$ cat src/rtl/secuenciador_escritura_rtc.sv
// Write sequencer for a multiplexed-bus RTC: walks the time/date (and optionally timer)
// registers, emitting address and data strobe phases. Macro TIMER_ESCRITURA_EN adds timer registers 7..9.
module secuenciador_escritura_rtc #(
  parameter int T_FASE = 4
) (
  input  logic       clk,
  input  logic       reset,
  input  logic       iniciar,
  input  logic [7:0] dato_in,
  output logic [3:0] sel_reg,
  output logic [7:0] ad_bus,
  output logic       ad_oe,
  output logic       a_d,
  output logic       cs_n,
  output logic       wr_n,
  output logic       rd_n,
  output logic       ocupado,
  output logic       listo
);

  typedef enum logic [2:0] {
    IDLE, ADR_LOW, ADR_HIGH, DAT_LOW, DAT_HIGH, FIN
  } estado_t;

`ifdef TIMER_ESCRITURA_EN
  localparam logic [3:0] ULTIMO = 4'd9;
`else
  localparam logic [3:0] ULTIMO = 4'd6;
`endif
  localparam logic [3:0] FASE_FIN = 4'(T_FASE - 1);

  estado_t    estado, estado_sig;
  logic [3:0] fase_cnt, fase_cnt_sig;
  logic [3:0] indice, indice_sig;
  logic [7:0] dato_lat, dato_lat_sig;
  logic       fase_fin;

  assign fase_fin = (fase_cnt == FASE_FIN);

  function automatic logic [7:0] dir_rtc(input logic [3:0] i);
    case (i)
      4'd0:    return 8'h21;
      4'd1:    return 8'h22;
      4'd2:    return 8'h23;
      4'd3:    return 8'h24;
      4'd4:    return 8'h25;
      4'd5:    return 8'h26;
      4'd6:    return 8'h27;
      4'd7:    return 8'h41;
      4'd8:    return 8'h42;
      4'd9:    return 8'h43;
      default: return 8'h00;
    endcase
  endfunction

  always_ff @(posedge clk or posedge reset) begin
    if (reset) begin
      estado   <= IDLE;
      fase_cnt <= 4'd0;
      indice   <= 4'd0;
      dato_lat <= 8'h00;
    end else begin
      estado   <= estado_sig;
      fase_cnt <= fase_cnt_sig;
      indice   <= indice_sig;
      dato_lat <= dato_lat_sig;
    end
  end

  // Every bus phase lasts exactly T_FASE cycles; the data byte is captured
  // on the edge that leaves ADR_HIGH so it stays stable for both data phases.
  always_comb begin
    estado_sig   = estado;
    fase_cnt_sig = fase_cnt;
    indice_sig   = indice;
    dato_lat_sig = dato_lat;
    case (estado)
      IDLE: begin
        fase_cnt_sig = 4'd0;
        if (iniciar) begin
          estado_sig = ADR_LOW;
          indice_sig = 4'd0;
        end
      end
      ADR_LOW, ADR_HIGH, DAT_LOW, DAT_HIGH: begin
        if (!fase_fin) begin
          fase_cnt_sig = fase_cnt + 4'd1;
        end else begin
          fase_cnt_sig = 4'd0;
          if (estado == ADR_LOW) begin
            estado_sig = ADR_HIGH;
          end else if (estado == ADR_HIGH) begin
            estado_sig   = DAT_LOW;
            dato_lat_sig = dato_in;
          end else if (estado == DAT_LOW) begin
            estado_sig = DAT_HIGH;
          end else if (indice == ULTIMO) begin
            estado_sig = FIN;
          end else begin
            estado_sig = ADR_LOW;
            indice_sig = indice + 4'd1;
          end
        end
      end
      FIN: begin
        estado_sig   = IDLE;
        indice_sig   = 4'd0;
        fase_cnt_sig = 4'd0;
      end
      default: begin
        estado_sig   = IDLE;
        indice_sig   = 4'd0;
        fase_cnt_sig = 4'd0;
      end
    endcase
  end

  always_comb begin
    sel_reg = (estado == IDLE) ? 4'd0 : indice;
    ad_bus  = 8'h00;
    ad_oe   = 1'b0;
    a_d     = 1'b0;
    cs_n    = 1'b1;
    wr_n    = 1'b1;
    rd_n    = 1'b1;
    ocupado = 1'b0;
    listo   = 1'b0;
    case (estado)
      ADR_LOW: begin
        ad_bus = dir_rtc(indice); ad_oe = 1'b1; cs_n = 1'b0; wr_n = 1'b0; ocupado = 1'b1;
      end
      ADR_HIGH: begin
        ad_bus = dir_rtc(indice); ad_oe = 1'b1; ocupado = 1'b1;
      end
      DAT_LOW: begin
        ad_bus = dato_lat; ad_oe = 1'b1; a_d = 1'b1; cs_n = 1'b0; wr_n = 1'b0; ocupado = 1'b1;
      end
      DAT_HIGH: begin
        ad_bus = dato_lat; ad_oe = 1'b1; a_d = 1'b1; ocupado = 1'b1;
      end
      FIN: begin
        ocupado = 1'b1;
        listo   = 1'b1;
      end
      default: begin
        sel_reg = 4'd0;
      end
    endcase
  end

endmodule

$ cat config.mk
export PLATFORM = sky130hd
export DESIGN_NAME = secuenciador_escritura_rtc
export DESIGN_NICKNAME = d
export VERILOG_FILES = /design/src/rtl/secuenciador_escritura_rtc.sv
export SDC_FILE = /design/constraint.sdc
export NUM_CORES = 1
export LEC_CHECK = 0
export BUFFER_PORTS_ARGS = -buffer_cell sky130_fd_sc_hd__buf_2
export CORE_MARGIN = 2
export CORE_UTILIZATION = 50
export CTS_CLUSTER_DIAMETER = 50
export CTS_CLUSTER_SIZE = 28
export DETAILED_ROUTE_END_ITERATION = 8
export PLACE_DENSITY = 0.82
export SYNTH_ARGS = -nofsm -noshare
export SYNTH_HDL_FRONTEND = slang
export SYNTH_SLANG_ARGS = --single-unit
$ cat constraint.sdc
create_clock -name clk -period 2.5 [get_ports clk]
set_input_delay 0.125 -clock clk [delete_from_list [all_inputs] [get_ports clk]]
set_output_delay 0.125 -clock clk [all_outputs]
set_load 0.01 [all_outputs]
==> results.cfg <==
[status]
status = finished, final reports clean

[pwr]
power_uw = 496
leakage_nw = 0.707
vdd_drop_max_v = 0.000314
powerDensity_nw_per_um2 = 363

[die]
row_count = 17
die_area_um2 = 2800
start_util_pct = 53.6
io_pins = 30
core_area_um2 = 2230
die_w_um = 52.9
die_h_um = 52.9

[synthesis]
synth_commonest_cells = dfrtp_1, o21ai_0, nor2_1
synth-seq-cells = 19
synth_ff_type = dfrtp_1
synth_most_common_cell = dfrtp_1
synthTopCellsByArea = dfrtp_1, mux2_4, ha_1
synth_top_area_share_pct = 39.7
async_flop_share_pct = 100
synth-edff-count = 0
synth_warnings = 0
syn_inst = 122
synth_area_per_cell_um2 = 9.81
ys_seq_area_share_pct = 39.7
netlist_area_um2 = 1200
yosysUniqueCellTypes = 35
yosys.area.top_type = dfrtp_1
syn-num-nets = 140

[timing]
hold_viol_final = 0
worst_slew_pin_slew_ns = 0.687
finalClockSkew_ns = 0.00763
tns_ns = 0
setup_viol = 0
post-route-min-period_ns = 2.22
drv_slew = 0
fin_crit_sh_pct = 88.8
fmax_mhz = 450
rsz0062_at_grt = false
slew_headroom_pct = 54.1

[critical_path]
cpMaxStageDelayCell = dfrtp_1
rr_worst_depth = 5
critPathArrivalTime_ns = 2.10
timing.rr.end = dato_lat[4]
slowest_delay_ns = 0.62
r2r_start = fase_cnt[0]
crit_path_cell_trace = or3b_2 > o21ai_1 > nand2_1 > o21ai_0 > buf_2
crit_path_end_kind = output pin
critPathKind = reg -> out
startpoint_type = register
r2r_slack_ns = 0.54
critPathMaxFanout = 17
cp.required_ns = 2.38

[detailed_routing]
dr.pass1.iters = 4
routed-via-count = 923
drt-initial-drc-count = 5
drtAntennaViolNets = 0
viasPerCell = 5.24
wire_per_inst_um = 12.7
drc = 0
wl_um = 2240

[grt]
antenna_found_initial = 0
grt_overflow_total = 0
grt_usage_pct = 18.2
grt_pass1_vias = 834
grt_pass1_wl_um = 3690
grt_max_degree = 20

[cts]
cts_tree = done
clock_sinks = 19
cts.clk_slew.worst_paths_ns = 0.10
htreeDepth = 1
cts_setup_buffers = 0
cts_root_buf = clkbuf_4
insertion_delay_ns = 0.30
clock_path_buffers = 2
cts_buffers = 3

[worst_hold_path]
holdPathEnd = dato_lat[5]
hold_path.class = in -> reg
whs_path_depth = 2
min_from = dato_in[5]

[flow_run]
drv_cap = 0

[final_layout]
n_antenna_cell = 0
area_growth_pct = 14.0
drive_gt1_share_pct = 28.4
stdcell_count = 176
fin_nets = 167

[placed_design]
dp.cells = 171
gp_congestion = 0.795
dpl.hpwl_um = 1680
numPortBuffers = 28
[through the flow]
stage	hold slack [ns]	util (%)	worst slack [ns]	instance area [um2]
after floorplan	0.0761	-	0.770	1200
after global placement	0.266	59.5	0.609	1330
after detailed placement	0.268	59.5	0.551	1330
after CTS	0.0590	61.1	0.289	1370
after global routing	0.0404	61.1	0.121	1370
final	0.0614	61.1	0.280	1370
[area by class of cell]
cell class / instances / area, um2
multi-input cells: 91 / 659
inverters: 5 / 18.8
repair buffers: 29 / 150
fillers: 197 / 868
well taps: 28 / 35.0
clock buffers: 4 / 26.3
flip-flops and latches: 19 / 475
[where the power goes]
part	total, mW	switching [mW]	internal [mW]	leakage [nW]
logic	0.0264	0.0110	0.0154	0.459
registers	0.317	0.00378	0.314	0.232
clock network	0.152	0.0901	0.0621	0.0150
total	0.496	0.105	0.391	0.707
[cells in the final DEF (no fill, tap or decap), types with 3 or more instances in the layout]
cell type / instances
ha_1: 7
nand2_1: 9
nand3_1: 3
clkbuf_4: 3
and2_1: 7
dfrtp_1: 19
buf_2: 28
xnor2_1: 3
a31oi_1: 3
nor2_1: 10
o21ai_0: 11
mux2_4: 8
inv_1: 5
[how the worst max path moves through the flow]
stage | start | endpoint | slack [ns] | depth (start not counted)
after floorplan | fase_cnt[0] | dato_lat[0] | 0.77 | 6
after global placement | fase_cnt[0] | dato_lat[0] | 0.61 | 5
after detailed placement | fase_cnt[0] | dato_lat[2] | 0.55 | 5
after CTS | estado[2] | ad_bus[1] | 0.29 | 5
after global routing | estado[2] | ad_bus[1] | 0.12 | 5
final | estado[2] | ad_bus[1] | 0.28 | 5
[routing by layer]
layer / GRT usage [%] / wire (um) / vias to the layer above / share of wire [%]
met5: 0 / 0 / - / 0
met2: 29.4 / 972 / 26 / 43
met1: 23.4 / 1090 / 426 / 49
li1: - / - / 469 / -
met3: 6.21 / 163 / 2 / 7.3
met4: 3.85 / 12 / 0 / 0.54
[sequential cells by signal (all words and copies together) (netlist names)]
register  flops
dato_lat      8
estado        3
fase_cnt      4
indice        4
[what timing repair did]
item / CTS / global route
hold buffers: 1 / 0
endpoints found under the setup margin: 0 / 0
hold endpoints to repair: 19 / 0
resized for setup: 0 / 0
[cell families after synthesis]
kind of cell	Yosys count	share of synthesized area [%]
fa+ha+maj	7	7.31
xor+xnor	5	3.66
mux	9	10.9
compound gates	22	10.6
other cells	1	0.313
buf+inv	12	5.22
flops	19	39.7
simple gates	47	22.4
[worst max-delay path: cells and delay by family, from the launching register on]
family                 cells  cell delay [ns]
AOI/OAI and AO/OA          2             0.41
buffers and inverters      1             0.18
DFF                        1             0.62
and+or+nand+nor            2             0.59
Power figures use the tool's default switching activity.
